--- src/rtl/fmc_adc_trig_sequencer_pkg.sv ---
// ---------------------------------------------------------------------------
// fmc_adc_trig_pkg
//   Shared definitions for the FMC-ADC trigger sequencer:
//     - bit positions of each trigger source inside the 7-bit source vectors
//     - sequencer state encoding (exported on a debug output)
//     - small helper to recognise an external-only hit
// ---------------------------------------------------------------------------
package fmc_adc_trig_pkg;

    localparam int c_NB_TRIG_SRC   = 7;
    localparam int c_TRIG_SRC_EXT  = 0;
    localparam int c_TRIG_SRC_SW   = 1;
    localparam int c_TRIG_SRC_TIME = 2;
    localparam int c_TRIG_SRC_CH1  = 3;
    localparam int c_TRIG_SRC_CH2  = 4;
    localparam int c_TRIG_SRC_CH3  = 5;
    localparam int c_TRIG_SRC_CH4  = 6;

    typedef logic [c_NB_TRIG_SRC-1:0] t_trig_vec;

    typedef enum logic [1:0] {
        IDLE  = 2'd0,
        ARMED = 2'd1,
        DELAY = 2'd2
    } t_trig_seq_state;

    localparam t_trig_vec c_TRIG_EXT_ONLY = t_trig_vec'(1) << c_TRIG_SRC_EXT;

    // Only a pure external hit goes through the programmable delay; any mix
    // with another source fires at once.
    function automatic logic is_ext_only(input t_trig_vec v);
        return v == c_TRIG_EXT_ONLY;
    endfunction

endpackage

--- src/rtl/fmc_adc_trig_sequencer_if.sv ---
// ---------------------------------------------------------------------------
// fmc_adc_trig_sequencer_if
//   Bundles the sequencer's control/status signals.
//   slave  : seen by the sequencer (arm/disarm/enables/sources/delay/clear in,
//            trigger/source/count/busy/missed/debug out)
//   master : seen by the acquisition FSM / register bank driving it
//   state_o and dly_cnt_o are debug taps of the FSM state and delay counter.
//   All inputs are single-cycle pulses or levels in the sys_clk domain; there
//   is no backpressure: trig_o and missed_o are one-cycle strobes that the
//   consumer must take in the cycle they are high.
// ---------------------------------------------------------------------------
interface fmc_adc_trig_sequencer_if #(
    parameter int g_DLY_WIDTH = 32,
    parameter int g_CNT_WIDTH = 32
) ();
    import fmc_adc_trig_pkg::*;

    logic                   arm_i;
    logic                   disarm_i;
    t_trig_vec              trig_en_i;
    t_trig_vec              trig_src_i;
    logic [g_DLY_WIDTH-1:0] ext_dly_i;
    logic                   cnt_clr_i;

    logic                   trig_o;
    t_trig_vec              trig_src_o;
    logic [g_CNT_WIDTH-1:0] trig_cnt_o;
    logic                   busy_o;
    logic                   missed_o;
    t_trig_seq_state        state_o;
    logic [g_DLY_WIDTH-1:0] dly_cnt_o;

    modport slave (
        input  arm_i, disarm_i, trig_en_i, trig_src_i, ext_dly_i, cnt_clr_i,
        output trig_o, trig_src_o, trig_cnt_o, busy_o, missed_o, state_o,
               dly_cnt_o
    );

    modport master (
        output arm_i, disarm_i, trig_en_i, trig_src_i, ext_dly_i, cnt_clr_i,
        input  trig_o, trig_src_o, trig_cnt_o, busy_o, missed_o, state_o,
               dly_cnt_o
    );

endinterface

--- src/rtl/fmc_adc_trig_sequencer_dly_cnt.sv ---
// ---------------------------------------------------------------------------
// fmc_adc_trig_dly_cnt
//   Down-counter for the external-trigger delay.
//   Ports:
//     clk_i, rst_n_i : clock, synchronous active-low reset
//     load_i         : load load_val_i (takes priority over decrement)
//     load_val_i     : delay in cycles
//     dec_i          : decrement by one this cycle (saturates at 0)
//     clr_i          : force counter to 0 (highest priority)
//     done_o         : combinational, high in the cycle the count goes 1 -> 0
//     cnt_o          : current count
// ---------------------------------------------------------------------------
module fmc_adc_trig_dly_cnt #(
    parameter int g_DLY_WIDTH = 32
) (
    input  logic                   clk_i,
    input  logic                   rst_n_i,
    input  logic                   load_i,
    input  logic [g_DLY_WIDTH-1:0] load_val_i,
    input  logic                   dec_i,
    input  logic                   clr_i,
    output logic                   done_o,
    output logic [g_DLY_WIDTH-1:0] cnt_o
);

    localparam logic [g_DLY_WIDTH-1:0] c_ONE = {{(g_DLY_WIDTH-1){1'b0}}, 1'b1};

    logic [g_DLY_WIDTH-1:0] cnt_q;
    logic [g_DLY_WIDTH-1:0] cnt_d;

    always_comb begin
        cnt_d = cnt_q;
        if (clr_i) begin
            cnt_d = '0;
        end else if (load_i) begin
            cnt_d = load_val_i;
        end else if (dec_i && (cnt_q != '0)) begin
            cnt_d = cnt_q - c_ONE;
        end
    end

    always_ff @(posedge clk_i) begin
        if (!rst_n_i) begin
            cnt_q <= '0;
        end else begin
            cnt_q <= cnt_d;
        end
    end

    assign done_o = dec_i && !clr_i && (cnt_q == c_ONE);
    assign cnt_o  = cnt_q;

endmodule

--- src/rtl/fmc_adc_trig_sequencer.sv ---
// ---------------------------------------------------------------------------
// fmc_adc_trig_sequencer
//   Trigger arbiter/sequencer between the trigger sources and the acquisition
//   FSM. Once armed, the first cycle with an enabled source pulse is accepted:
//   the active sources are latched on trig_src_o and a single registered
//   trig_o pulse is produced, either at once or, for an external-only hit with
//   a non-zero delay, after ext_dly_i cycles. Every fire returns to IDLE, so
//   the acquisition FSM must re-arm for each shot.
//   Ports:
//     sys_clk_i    : system clock
//     sys_rst_n_i  : synchronous active-low reset
//     seq          : fmc_adc_trig_sequencer_if.slave (all control/status)
// ---------------------------------------------------------------------------
module fmc_adc_trig_sequencer
    import fmc_adc_trig_pkg::*;
#(
    parameter int g_DLY_WIDTH = 32,
    parameter int g_CNT_WIDTH = 32
) (
    input  logic                     sys_clk_i,
    input  logic                     sys_rst_n_i,
    fmc_adc_trig_sequencer_if.slave  seq
);

    localparam logic [g_CNT_WIDTH-1:0] c_CNT_ONE = {{(g_CNT_WIDTH-1){1'b0}}, 1'b1};

    t_trig_seq_state        state_q;
    logic                   trig_q;
    logic                   missed_q;
    t_trig_vec              trig_src_q;
    logic [g_CNT_WIDTH-1:0] trig_cnt_q;

    t_trig_vec              hit;
    logic                   hit_any;
    logic                   dly_load;
    logic                   dly_dec;
    logic                   dly_clr;
    logic                   dly_done;
    logic                   fire;
    logic [g_DLY_WIDTH-1:0] dly_cnt;

    assign hit     = seq.trig_src_i & seq.trig_en_i;
    assign hit_any = |hit;

    // Enable mask and delay are only looked at in the accept cycle; after
    // that the pending trigger depends solely on the loaded counter.
    assign dly_load = (state_q == ARMED) && !seq.disarm_i &&
                      is_ext_only(hit) && (seq.ext_dly_i != '0);
    assign dly_dec  = (state_q == DELAY) && !seq.disarm_i;
    assign dly_clr  = (state_q == DELAY) && seq.disarm_i;

    // dly_done can only be high while decrementing, i.e. in DELAY without
    // a disarm, so an abort always suppresses the pending fire.
    assign fire = ((state_q == ARMED) && !seq.disarm_i && hit_any && !dly_load) ||
                  dly_done;

    fmc_adc_trig_dly_cnt #(
        .g_DLY_WIDTH (g_DLY_WIDTH)
    ) u_dly_cnt (
        .clk_i      (sys_clk_i),
        .rst_n_i    (sys_rst_n_i),
        .load_i     (dly_load),
        .load_val_i (seq.ext_dly_i),
        .dec_i      (dly_dec),
        .clr_i      (dly_clr),
        .done_o     (dly_done),
        .cnt_o      (dly_cnt)
    );

    always_ff @(posedge sys_clk_i) begin
        if (!sys_rst_n_i) begin
            state_q    <= IDLE;
            trig_q     <= 1'b0;
            missed_q   <= 1'b0;
            trig_src_q <= '0;
            trig_cnt_q <= '0;
        end else begin
            trig_q   <= fire;
            // A source arriving while a delayed trigger is pending is lost;
            // report it but leave the pending trigger alone.
            missed_q <= (state_q == DELAY) && hit_any;

            if (seq.cnt_clr_i) begin
                trig_cnt_q <= '0;
            end else if (fire) begin
                trig_cnt_q <= trig_cnt_q + c_CNT_ONE;
            end

            case (state_q)
                IDLE: begin
                    if (seq.arm_i && !seq.disarm_i) begin
                        state_q <= ARMED;
                    end
                end
                ARMED: begin
                    if (seq.disarm_i) begin
                        state_q <= IDLE;
                    end else if (hit_any) begin
                        trig_src_q <= hit;
                        state_q    <= dly_load ? DELAY : IDLE;
                    end
                end
                DELAY: begin
                    if (seq.disarm_i || dly_done) begin
                        state_q <= IDLE;
                    end
                end
                default: begin
                    state_q <= IDLE;
                end
            endcase
        end
    end

    assign seq.trig_o     = trig_q;
    assign seq.trig_src_o = trig_src_q;
    assign seq.trig_cnt_o = trig_cnt_q;
    assign seq.missed_o   = missed_q;
    assign seq.busy_o     = (state_q == ARMED) || (state_q == DELAY);
    assign seq.state_o    = state_q;
    assign seq.dly_cnt_o  = dly_cnt;

endmodule

--- src/flat_wrapper.sv ---
// flat-port wrapper written by rule: the top's interface ports become plain ports
module fmc_adc_trig_sequencer_flat import fmc_adc_trig_pkg::*;
#(
    parameter int g_DLY_WIDTH = 32,
    parameter int g_CNT_WIDTH = 32
)
  (sys_clk_i, sys_rst_n_i, seq_arm_i, seq_disarm_i, seq_trig_en_i, seq_trig_src_i, seq_ext_dly_i, seq_cnt_clr_i, seq_trig_o, seq_trig_src_o, seq_trig_cnt_o, seq_busy_o, seq_missed_o, seq_state_o, seq_dly_cnt_o);
  fmc_adc_trig_sequencer_if #(.g_DLY_WIDTH(g_DLY_WIDTH), .g_CNT_WIDTH(g_CNT_WIDTH)) seq_i ();
  input  logic sys_clk_i;
  input  logic sys_rst_n_i;
  input wire logic [$bits(seq_i.arm_i)-1:0] seq_arm_i;
  input wire logic [$bits(seq_i.disarm_i)-1:0] seq_disarm_i;
  input wire logic [$bits(seq_i.trig_en_i)-1:0] seq_trig_en_i;
  input wire logic [$bits(seq_i.trig_src_i)-1:0] seq_trig_src_i;
  input wire logic [$bits(seq_i.ext_dly_i)-1:0] seq_ext_dly_i;
  input wire logic [$bits(seq_i.cnt_clr_i)-1:0] seq_cnt_clr_i;
  output wire logic [$bits(seq_i.trig_o)-1:0] seq_trig_o;
  output wire logic [$bits(seq_i.trig_src_o)-1:0] seq_trig_src_o;
  output wire logic [$bits(seq_i.trig_cnt_o)-1:0] seq_trig_cnt_o;
  output wire logic [$bits(seq_i.busy_o)-1:0] seq_busy_o;
  output wire logic [$bits(seq_i.missed_o)-1:0] seq_missed_o;
  output wire logic [$bits(seq_i.state_o)-1:0] seq_state_o;
  output wire logic [$bits(seq_i.dly_cnt_o)-1:0] seq_dly_cnt_o;
  assign seq_i.arm_i = seq_arm_i;
  assign seq_i.disarm_i = seq_disarm_i;
  assign seq_i.trig_en_i = seq_trig_en_i;
  assign seq_i.trig_src_i = seq_trig_src_i;
  assign seq_i.ext_dly_i = seq_ext_dly_i;
  assign seq_i.cnt_clr_i = seq_cnt_clr_i;
  assign seq_trig_o = seq_i.trig_o;
  assign seq_trig_src_o = seq_i.trig_src_o;
  assign seq_trig_cnt_o = seq_i.trig_cnt_o;
  assign seq_busy_o = seq_i.busy_o;
  assign seq_missed_o = seq_i.missed_o;
  assign seq_state_o = seq_i.state_o;
  assign seq_dly_cnt_o = seq_i.dly_cnt_o;
  fmc_adc_trig_sequencer #(.g_DLY_WIDTH(g_DLY_WIDTH), .g_CNT_WIDTH(g_CNT_WIDTH)) u_core (.sys_clk_i(sys_clk_i), .sys_rst_n_i(sys_rst_n_i), .seq(seq_i));
endmodule
--- config.mk ---
export PLATFORM = sky130hd
export DESIGN_NAME = fmc_adc_trig_sequencer_flat
export DESIGN_NICKNAME = d
export VERILOG_FILES = /design/src/rtl/fmc_adc_trig_sequencer_pkg.sv /design/src/rtl/fmc_adc_trig_sequencer_if.sv /design/src/rtl/fmc_adc_trig_sequencer_dly_cnt.sv /design/src/rtl/fmc_adc_trig_sequencer.sv /design/src/flat_wrapper.sv
export SDC_FILE = /design/constraint.sdc
export NUM_CORES = 1
export LEC_CHECK = 0
export ABC_AREA = 1
export CAP_MARGIN = 20
export CORE_UTILIZATION = 45
export CTS_BUF_LIST = sky130_fd_sc_hd__clkbuf_16
export CTS_CLUSTER_DIAMETER = 40
export DETAILED_ROUTE_END_ITERATION = 16
export PLACE_DENSITY_LB_ADDON = 0.25
export SLEW_MARGIN = 20
export SYNTH_ARGS = -nofsm -noshare
export SYNTH_HDL_FRONTEND = slang
export SYNTH_SLANG_ARGS = --single-unit
--- constraint.sdc ---
create_clock -name sys_clk_i -period 3.7 [get_ports sys_clk_i]
set_clock_uncertainty 0.2 [all_clocks]
set_input_delay 0.555 -clock sys_clk_i [delete_from_list [all_inputs] [get_ports sys_clk_i]]
set_output_delay 0.555 -clock sys_clk_i [all_outputs]
set_load 0.03 [all_outputs]
==> out/metrics.csv <==
metric,value,unit
status,completed,
setup_viol,0,
cts.sink_count,75,
crit_path_start_kind,input pin,
dp.final_hpwl,12000,um
htree_levels,3,
crit_family,buffers and inverters,
grt_pass1_wl,25300,um
busiest_layer,met2,
tritoncts,yes,
num-nets-final,1074,
wl_per_cell,13.6,um
firstDrtPassIters,5,
drv_cap,0,
hp-start,u_core.seq.trig_src_o[0],
rrSetupSlack,1.00,ns
vias,6005,
yosys_warnings,0,
ys_top_cells_by_area,"dfxtp_1, nand2_1, nand3_1",
crit_type,in -> reg,
synth_top_area_share,0.285,
cts_setup_buffers,0,
ios,127,
die_x,110,um
insertion_delay,0.35,ns
critical_path_required,3.77,ns
viasPerCell,5.15,
synth_area,5270,um2
dp.cells,1149,
grt_max_degree,35,
synth_top_cell_by_area,dfxtp_1,
slowest_delay,0.70,ns
hp-class,reg -> reg,
drcViolationCount,0,
holdBufCountCts,0,
clk_pin_slew,0.06,ns
antenna_found_initial,0,
mostFrequentLayoutCells,"nand2_1, nor2_1, nand3_1",
slew_headroom,0.385,
die_h,110,um
postSynthAreaPerCell,5.84,um2
final_common_cell,nand2_1,
initial_core_util,0.461,
rr_endpoint,u_core.u_dly_cnt.cnt_o[31],
finalNonFillerCells,1165,
whs_endpoint,u_core.seq.trig_src_o[0],
die-area,12100,um2
area_growth_syn_to_layout,31.2,%
worst_setup_path_end_kind,register,
tightest_slew,0.921,ns
grt_pass1_vias,5244,
grt_use_total,0.271,
place_area,6620,um2
ant_nets,0,
drive_above_1_share,0.0391,
reg2regPathDepth,12,
grt_use_met2,0.425,
seq_area_frac_synth,0.285,
cp_num_buf_inv,4,
final-hold-violation-count,0,
routed_wl,15800,um
utilization,0.605,
hold_path_depth,2,
reg2reg_from,u_core.seq.state_o[1],
cp_cell_sequence,clkdlybuf4s50_1 -> inv_1 -> nand2_1 -> inv_1 -> nand3_1 -> nor2_1 -> o21ai_4 -> inv_1 -> nand2_1 -> nand2_1 -> nor2_1 -> nor2_1,
period_needed,2.90,ns
fmax,344,MHz
fin_tns_setup,0,ns
rsz0062_at_grt,false,
portBuffers,126,
clockBufferDepth,2,
grt_overflow,0,
grtUsageMet3,0.0682,
period_share,0.785,
use_met1,0.378,
syn_nets,958,
cp_max_fo,29,
gp_congestion,0.944,
ys_types,30,
cts_root_buffer,clkbuf_16,
cp_slowest_cell,inv_1,
fin_area,6910,um2
core,11400,um2
ys_seq_elements,75,
antenna_cells,0,
cts_buffers,9,
post_cts_resized,0,
synth_cells,901,
cp.arrival,2.98,ns
maxSlewViolCount,0,
row_count,39,
drtIter0Drc,477,
fillers,1181,
-- routing by layer --
layer,vias up,wire length [um]
met5,-,0
met4,0,145
met3,11,1010
met2,185,7120
met1,2707,7530
li1,3102,-
-- metrics by stage --
stage          hold WS [ns]  worst slack [ns]
3_3_place_gp          0.252             0.499
4_1_cts               0.262             0.814
6_report              0.264             0.795
3_5_place_dp          0.253             0.485
2_1_floorplan         0.385              1.60
5_1_grt               0.294             0.591
-- layout make-up --
cell class	instances	area, um2	area share
Inverter	86	323	0.0467
Clock buffer	9	225	0.0326
Timing Repair Buffer	135	1330	0.192
Tap cell	143	179	0.0259
Clock inverter	7	68.8	0.00996
Multi-Input combinational cell	710	3280	0.475
Sequential cell	75	1500	0.217
-- registers in the layout (all words and copies together), names as in the netlist --
name,cells
u_core.seq.trig_cnt_o,32
u_core.u_dly_cnt.cnt_o,32
u_core.seq.trig_src_o,7
u_core.seq.state_o,2
u_core.seq.missed_o,1
u_core.seq.trig_o,1
-- worst max path at each step --
stage                                   startpoint                         end  depth (start not counted)
after floorplan           u_core.seq.trig_cnt_o[0]   u_core.seq.trig_cnt_o[30]                         10
after CTS                             seq_disarm_i  u_core.u_dly_cnt.cnt_o[31]                         12
final                                 seq_disarm_i  u_core.u_dly_cnt.cnt_o[31]                         12
after global routing                  seq_disarm_i  u_core.u_dly_cnt.cnt_o[18]                         12
after global placement                seq_disarm_i  u_core.u_dly_cnt.cnt_o[31]                         12
after detailed placement              seq_disarm_i  u_core.u_dly_cnt.cnt_o[31]                         12
-- worst reg2reg max path: stages (launching register included) --
cell and delay, ns:
dfxtp_1 0.32, inv_1 0.10, ha_1 0.16, nand2_1 0.07, inv_1 0.11, nand3_1 0.08
nor2_1 0.36, o21ai_4 0.16, inv_1 0.70, nand2_1 0.16, nand2_1 0.11, nor2_1 0.04
nor2_1 0.07
-- synthesized netlist by cell type, drive strengths merged --
| master | number |
|---|---|
| and2 | 1 |
| a211oi | 2 |
| clkinv | 1 |
| nand4 | 9 |
| xor2 | 20 |
| nand3b | 6 |
| nand3 | 129 |
| nor2 | 162 |
| o21ai | 11 |
| clkbuf | 8 |
| buf | 22 |
| ha | 6 |
| xnor2 | 10 |
| nor3 | 26 |
| a21oi | 41 |
| inv | 85 |
| dfxtp | 75 |
| nand2 | 286 |
| o21bai | 1 |
-- kinds of logic after synthesis --
| group | synth area share |
|---|---|
| xor gates and xnor gates | 0.0499 |
| buffers and inverters | 0.0941 |
| and+or+nand+nor | 0.502 |
| adders and majority gates | 0.0143 |
| AOI/OAI and AO/OA | 0.0544 |
| DFF | 0.285 |
Power is not shown: default switching activity piles up to over one toggle a cycle in this logic, so the estimate is an artifact.
